[src/rtl/io_port_pkg.sv]
// io_port_pkg
// Shared constants and helpers for io_port_bank and its seven-segment scanner.
//   SEG_HEX   : active-low hex-to-seven-segment table, bits 6:0 = g..a, bit 7 = dp
//   SEG_BLANK : all segments (and dp) off
//   sel_w()   : width of the shared port-select field
package io_port_pkg;

    localparam logic [7:0] SEG_BLANK = 8'hFF;

    localparam logic [7:0] SEG_HEX [16] = '{
        8'hC0, 8'hF9, 8'hA4, 8'hB0, 8'h99, 8'h92, 8'h82, 8'hF8,
        8'h80, 8'h90, 8'h88, 8'h83, 8'hC6, 8'hA1, 8'h86, 8'h8E
    };

    function automatic int sel_w(input int n_in, input int n_out);
        int m;
        m = (n_in > n_out) ? n_in : n_out;
        return (m <= 1) ? 1 : $clog2(m);
    endfunction

endpackage

[src/rtl/io_port_bank_seg_scan.sv]
// seg_scan
// Time-multiplexed seven-segment scanner. Each digit is held for SCAN_DIV clocks.
// Ports:
//   clk, reset_n : clock, async active-low reset
//   value        : NUM_DIGITS packed hex nibbles, digit d = value[4d+3:4d]
//   seg          : active-low segments (dp always off)
//   dig_an       : active-low one-hot digit enable
module seg_scan
    import io_port_pkg::*;
#(
    parameter int NUM_DIGITS = 8,
    parameter int SCAN_DIV   = 1000
) (
    input  logic                    clk,
    input  logic                    reset_n,
    input  logic [4*NUM_DIGITS-1:0] value,
    output logic [7:0]              seg,
    output logic [NUM_DIGITS-1:0]   dig_an
);

    localparam int CNT_W = $clog2(SCAN_DIV);
    localparam int DIG_W = (NUM_DIGITS > 1) ? $clog2(NUM_DIGITS) : 1;

    logic [CNT_W-1:0]      cnt_q, cnt_d;
    logic [DIG_W-1:0]      dig_q, dig_d;
    logic [7:0]            seg_q, seg_d;
    logic [NUM_DIGITS-1:0] an_q, an_d;
    logic [3:0]            nib;

    // seg and dig_an are both derived from the next digit index, so they
    // switch on the same edge and a digit never shows its neighbour's pattern.
    always_comb begin
        cnt_d = cnt_q + 1'b1;
        dig_d = dig_q;
        if (cnt_q == CNT_W'(SCAN_DIV - 1)) begin
            cnt_d = '0;
            dig_d = (dig_q == DIG_W'(NUM_DIGITS - 1)) ? '0 : dig_q + 1'b1;
        end
        nib   = value[{dig_d, 2'b00} +: 4];
        // Force dp off regardless of the table contents.
        seg_d = SEG_HEX[nib] | (SEG_BLANK & 8'h80);
        an_d  = ~(NUM_DIGITS'(1) << dig_d);
    end

    always_ff @(posedge clk or negedge reset_n) begin
        if (!reset_n) begin
            cnt_q <= '0;
            dig_q <= '0;
            seg_q <= SEG_HEX[0];
            an_q  <= ~NUM_DIGITS'(1);
        end else begin
            cnt_q <= cnt_d;
            dig_q <= dig_d;
            seg_q <= seg_d;
            an_q  <= an_d;
        end
    end

    assign seg    = seg_q;
    assign dig_an = an_q;

endmodule

[src/rtl/io_port_bank.sv]
// io_port_bank
// Bank of strobe-captured input ports and bus-writable output ports sharing
// one port-select field, plus a seven-segment scan of output port 0.
// Optional feature macro: IO_PORT_BANK_IRQ_EN (adds irq_mask input, irq output).
// Ports:
//   clk, reset_n  : clock, async active-low reset
//   in_pins       : NUM_IN packed input words; in_strobe : async capture strobes
//   port_sel      : shared port index; inport_out : read request; outport_in : write strobe
//   bus_data_in   : write data; bus_data_out : combinational read data
//   in_valid      : data available; in_overrun : sticky overwrite-before-read
//   out_pins      : NUM_OUT packed output registers
//   seg, dig_an   : active-low seven-segment drive
//   irq_mask, irq : (optional) masked OR of in_valid, registered
module io_port_bank
    import io_port_pkg::*;
#(
    parameter int DATA_WIDTH  = 32,
    parameter int NUM_IN      = 2,
    parameter int NUM_OUT     = 2,
    parameter int NUM_DIGITS  = 8,
    parameter int SCAN_DIV    = 1000,
    parameter int SYNC_STAGES = 2,
    localparam int SEL_W      = sel_w(NUM_IN, NUM_OUT)
) (
    input  logic                          clk,
    input  logic                          reset_n,
    input  logic [NUM_IN*DATA_WIDTH-1:0]  in_pins,
    input  logic [NUM_IN-1:0]             in_strobe,
    input  logic [SEL_W-1:0]              port_sel,
    input  logic                          inport_out,
    input  logic                          outport_in,
    input  logic [DATA_WIDTH-1:0]         bus_data_in,
    output logic [DATA_WIDTH-1:0]         bus_data_out,
    output logic [NUM_IN-1:0]             in_valid,
    output logic [NUM_IN-1:0]             in_overrun,
    output logic [NUM_OUT*DATA_WIDTH-1:0] out_pins,
    output logic [7:0]                    seg,
    output logic [NUM_DIGITS-1:0]         dig_an
`ifdef IO_PORT_BANK_IRQ_EN
    ,
    input  logic [NUM_IN-1:0]             irq_mask,
    output logic                          irq
`endif
);

    logic [SYNC_STAGES-1:0] sync_q [NUM_IN];
    logic [NUM_IN-1:0]      prev_q;
    logic [NUM_IN-1:0]      cap;
    logic [NUM_IN-1:0]      rd_hit;

    logic [DATA_WIDTH-1:0]  in_reg_q  [NUM_IN];
    logic [DATA_WIDTH-1:0]  in_reg_d  [NUM_IN];
    logic [NUM_IN-1:0]      valid_q, valid_d;
    logic [NUM_IN-1:0]      ovr_q, ovr_d;
    logic [DATA_WIDTH-1:0]  out_reg_q [NUM_OUT];
    logic [DATA_WIDTH-1:0]  out_reg_d [NUM_OUT];

    logic [31:0]            sel_ext;
    logic                   rd_en;
    logic                   wr_en;

    assign sel_ext = 32'(port_sel);
    assign rd_en   = inport_out && (sel_ext < NUM_IN);
    assign wr_en   = outport_in && (sel_ext < NUM_OUT);

    assign bus_data_out = rd_en ? in_reg_q[port_sel] : '0;

    always_comb begin
        for (int i = 0; i < NUM_IN; i++) begin
            cap[i]      = sync_q[i][SYNC_STAGES-1] & ~prev_q[i];
            rd_hit[i]   = rd_en && (sel_ext == i);
            in_reg_d[i] = cap[i] ? in_pins[i*DATA_WIDTH +: DATA_WIDTH] : in_reg_q[i];
            // Capture beats a same-cycle read: data stays valid, but the
            // overrun is cleared because the previous word was consumed.
            valid_d[i]  = cap[i] | (valid_q[i] & ~rd_hit[i]);
            ovr_d[i]    = ~rd_hit[i] & (ovr_q[i] | (cap[i] & valid_q[i]));
        end
        for (int j = 0; j < NUM_OUT; j++) begin
            out_reg_d[j] = (wr_en && (sel_ext == j)) ? bus_data_in : out_reg_q[j];
        end
    end

    always_ff @(posedge clk or negedge reset_n) begin
        if (!reset_n) begin
            for (int i = 0; i < NUM_IN; i++) begin
                sync_q[i]   <= '0;
                in_reg_q[i] <= '0;
            end
            for (int j = 0; j < NUM_OUT; j++) begin
                out_reg_q[j] <= '0;
            end
            prev_q  <= '0;
            valid_q <= '0;
            ovr_q   <= '0;
        end else begin
            for (int i = 0; i < NUM_IN; i++) begin
                sync_q[i]   <= {sync_q[i][SYNC_STAGES-2:0], in_strobe[i]};
                prev_q[i]   <= sync_q[i][SYNC_STAGES-1];
                in_reg_q[i] <= in_reg_d[i];
            end
            for (int j = 0; j < NUM_OUT; j++) begin
                out_reg_q[j] <= out_reg_d[j];
            end
            valid_q <= valid_d;
            ovr_q   <= ovr_d;
        end
    end

    assign in_valid   = valid_q;
    assign in_overrun = ovr_q;

    for (genvar j = 0; j < NUM_OUT; j++) begin : g_out
        assign out_pins[j*DATA_WIDTH +: DATA_WIDTH] = out_reg_q[j];
    end

`ifdef IO_PORT_BANK_IRQ_EN
    logic irq_q;

    always_ff @(posedge clk or negedge reset_n) begin
        if (!reset_n) begin
            irq_q <= 1'b0;
        end else begin
            irq_q <= |(valid_q & irq_mask);
        end
    end

    assign irq = irq_q;
`endif

    seg_scan #(
        .NUM_DIGITS (NUM_DIGITS),
        .SCAN_DIV   (SCAN_DIV)
    ) u_seg_scan (
        .clk     (clk),
        .reset_n (reset_n),
        .value   (out_reg_q[0][4*NUM_DIGITS-1:0]),
        .seg     (seg),
        .dig_an  (dig_an)
    );

endmodule

[config.mk]
export PLATFORM = sky130hd
export DESIGN_NAME = io_port_bank
export DESIGN_NICKNAME = d
export VERILOG_FILES = /design/src/rtl/io_port_pkg.sv /design/src/rtl/io_port_bank_seg_scan.sv /design/src/rtl/io_port_bank.sv
export SDC_FILE = /design/constraint.sdc
export NUM_CORES = 1
export LEC_CHECK = 0
export CAP_MARGIN = 10
export CELL_PAD_IN_SITES_DETAIL_PLACEMENT = 0
export CELL_PAD_IN_SITES_GLOBAL_PLACEMENT = 1
export CORE_ASPECT_RATIO = 0.5
export CORE_UTILIZATION = 30
export CTS_BUF_LIST = sky130_fd_sc_hd__clkbuf_8
export DETAILED_ROUTE_END_ITERATION = 12
export GPL_TIMING_DRIVEN = 0
export HOLD_SLACK_MARGIN = 0.05
export PLACE_DENSITY_LB_ADDON = 0.1
export SYNTH_ARGS = -nofsm -noshare
export SYNTH_HDL_FRONTEND = slang
export SYNTH_SLANG_ARGS = --single-unit
[constraint.sdc]
create_clock -name clk -period 3.43 [get_ports clk]
set_input_delay 0.5145 -clock clk [delete_from_list [all_inputs] [get_ports clk]]
set_output_delay 0.5145 -clock clk [all_outputs]
set_load 0.1 [all_outputs]
==> out/results.tsv <==
stage	metric	value	unit
route	vias	5200	
placed_design	hpwl	14300	µm
route	ant_nets	0	
min_path	hp-class	register to register	
critical_path	critPathArrivalTime	3670	ps
synthesis	synth-edff-count	0	
cts	clockRootBuffer	clkbuf_8	
power_and_ir_drop	p_per_area	590	mW/mm²
synthesis	syn_nets	673	
flow_run	maxCapViolCount	0	
critical_path	endpoint_kind	register	
floorplanning	die_area	0.0254	mm²
placed_design	gp_congestion	0.741	
power_and_ir_drop	p_total	6.22	mW
finish	nNetsFinal	916	
route	vias_per_cell	4.51	
synthesis	yosys.area.top_type	dfrtp_1	
sta	finalClockSkew	11.3	ps
synthesis	netlist_area	0.00743	mm²
critical_path	worstPathRequired	3770	ps
synthesis	synth_top_area_share	53.2	%
sta	finalHoldViolCount	0	
grt	grt_pass1_wl	31600	µm
finish	final_common_cell	clkdlybuf4s50_1	
placed_design	dp_slack	-835	ps
placed_design	io_buffers	215	
route	dr.pass1.iters	4	
cts	clock_path_buffers	2	
floorplanning	initial_core_util	30.7	%
synthesis	synth.distinct_cells	63	
cts	cts_buffers	17	
sta	finalCritPeriodShare	97.1	%
synthesis	yosysSeqAreaShare	56.0	%
finish	n_antenna_cell	0	
synthesis	synthArstFlopShare	100	%
critical_path	worstSetupStartpointType	register	
floorplanning	rows	40	
route	drt-total-wl	19800	µm
finish	syn2layout_area_growth	41.8	%
sta	whs	360	ps
floorplanning	die_x	225	µm
floorplanning	die_h	113	µm
synthesis	synth_flop_cell	dfrtp_1	
critical_path	path_class	register to register	
finish	stdcell_count	1153	
sta	drv_slew	0	
status	status	completed	
route	drcViolationCount	0	
grt	first_global_vias	5487	
sta	max_freq	0.300	GHz
power_and_ir_drop	seqPwrFrac	37.8	%
cts	clock_sinks	166	
finish	final_cell_mix	187 x clkdlybuf4s50_1, 156 x dfrtp_1, 124 x mux2_2	
sta	fin_ws	101	ps
power_and_ir_drop	leakagePower	4.38	nW
synthesis	ys_seq_elements	166	
grt	grt_remaining_overflow	0	
power_and_ir_drop	p_sw_share	42.1	%
finish	layout-drive-gt1-share	28.4	%
synthesis	ys_top_cells_by_area	dfrtp_1 53%, mux2_2 19%, mux2i_1 5.1%	
cts	h-tree-depth	4	
floorplanning	ios	219	
cts	clock_latency	470	ps
synthesis	postSynthAreaPerCell	13.2	µm²
placed_design	dp.cells	1113	
route	dr.first_iter.drc_count	231	
synthesis	synthCells	561	
grt	antenna_found_initial	0	
synthesis	ys_warn_count	0	
power_and_ir_drop	p_clk_share	23.2	%
power_and_ir_drop	p_int	3.60	mW
cts	cts_tree	done	
route	routedWlPerCell	17.2	µm
cts	clk_pin_slew_worst_paths	90	ps
sta	slew_headroom	31.5	%
sta	tightestPinTransition	1020	ps
power_and_ir_drop	combPwrFrac	39.0	%
grt	track_usage	16.5	%
grt	grt_start_max_net_pins	113	
floorplanning	core	0.0242	mm²
sta	setup_viol	0	
power_and_ir_drop	power.switching	2.62	mW
sta	rsz0062_at_grt	true	
critical_path	crit_path_max_fanout	8	
sta	post-route-min-period	3330	ps
finish	fin_util	43.6	%
power_and_ir_drop	ir_drop	294	µV
-- kinds of logic (layout without fill, tap and decap cells) --
group	count (synthesis)	in the layout	synth area share (%)
buffers and inverters	43	299	2.32
and+or+nand+nor	106	106	8.37
adders and majority gates	9	9	1.52
other	1	1	0.0505
muxes	163	163	24.2
xor gates and xnor gates	6	6	0.707
DFF	166	166	56.0
AOI/OAI and AO/OA	67	67	6.79
-- synthesized netlist by cell type (2+ instances only) --
| master | n |
|---|---|
| dfrtp_1 | 158 |
| mux2_2 | 124 |
| mux2i_1 | 38 |
| nor2b_1 | 36 |
| nand2_1 | 27 |
| a21oi_1 | 16 |
| clkbuf_1 | 13 |
| inv_1 | 13 |
| o21ai_0 | 12 |
| buf_1 | 11 |
| ha_1 | 9 |
| dfstp_2 | 8 |
| nor2_1 | 8 |
| nor3_1 | 8 |
| nand3_1 | 7 |
| and3_1 | 4 |
| o21ai_1 | 4 |
| a21o_1 | 3 |
| a31oi_1 | 3 |
| buf_2 | 3 |
| o22ai_1 | 3 |
| xnor2_1 | 3 |
| xor2_1 | 3 |
| a211oi_1 | 2 |
| a21oi_2 | 2 |
| a221oi_1 | 2 |
| and2_1 | 2 |
| buf_4 | 2 |
| nand4_1 | 2 |
| o211ai_1 | 2 |
-- state kept, by name, indices dropped and copies added (netlist names) --
| signal | flops |
|---|---|
| in_valid | 2 |
| u_seg_scan.cnt_q | 10 |
| sync_q | 4 |
| u_seg_scan.seg | 7 |
| out_pins | 64 |
| u_seg_scan.dig_an | 8 |
| prev_q | 2 |
| in_overrun | 2 |
| u_seg_scan.dig_q | 3 |
| in_reg_q | 64 |
-- critical path, cell delays in order (launching register included) --
cell and delay (ps):
dfrtp_2 480, ha_1 310, clkbuf_2 180, o21bai_1 190
or4_1 390, buf_2 170, o22ai_1 220, a221oi_2 100
a32oi_2 240, nand2_2 130, ha_1 290, inv_1 50
mux4_2 440
-- power groups by stage --
stage,Sequential [mW],Clock [mW],Combinational (mW)
2_1_floorplan,3.39,0,0.758
3_3_place_gp,2.39,0,2.44
3_5_place_dp,2.39,0,2.45
4_1_cts,2.36,1.51,2.45
5_1_grt,2.39,1.59,2.52
6_report,2.35,1.44,2.42
-- final timing paths --
kind,start,endpoint,slack (ps),cells after the start
setup / recovery,u_seg_scan.dig_q[0],u_seg_scan.seg[3],100,12
hold / removal,sync_q[0],sync_q[1],360,0
setup reg to reg,u_seg_scan.dig_q[0],u_seg_scan.seg[3],100,12
hold reg to reg,sync_q[0],sync_q[1],360,0
max in group asynchronous,reset_n,u_seg_scan.dig_q[0],1960,3
min in group asynchronous,reset_n,in_reg_q[14],560,2
-- layout make-up --
type / instances / area, µm²
Buffer: 29 / 121
Clock inverter: 11 / 106
Sequential cell: 166 / 4170
Timing Repair Buffer: 224 / 2240
Inverter: 14 / 52.6
Tap cell: 336 / 420
Fill cell: 2320 / 13600
Multi-Input combinational cell: 352 / 3150
Clock buffer: 21 / 289
-- what timing repair did --
item,in CTS,in global routing
endpoints found under the hold margin,54,0
setup endpoints to repair,34,11
gates resized for setup,76,19
buffers inserted,5,2
gates cloned,0,0
pin swaps,5,2
hold buffers,1,0
-- metrics by stage --
step / area, µm² / setup TNS (ps)
3_5_place_dp: 10000 / -13290
4_1_cts: 10500 / 0
3_3_place_gp: 10000 / -905290
2_1_floorplan: 7430 / 0
6_report: 10500 / 0
5_1_grt: 10500 / -39.2
-- routing by layer --
metal	GRT usage, %	part of all wire (%)
met3	4.62	4.2
met2	27.0	49
met4	5.22	1.3
met5	0	0
met1	21.2	45
(Power assumes the default switching activity.)
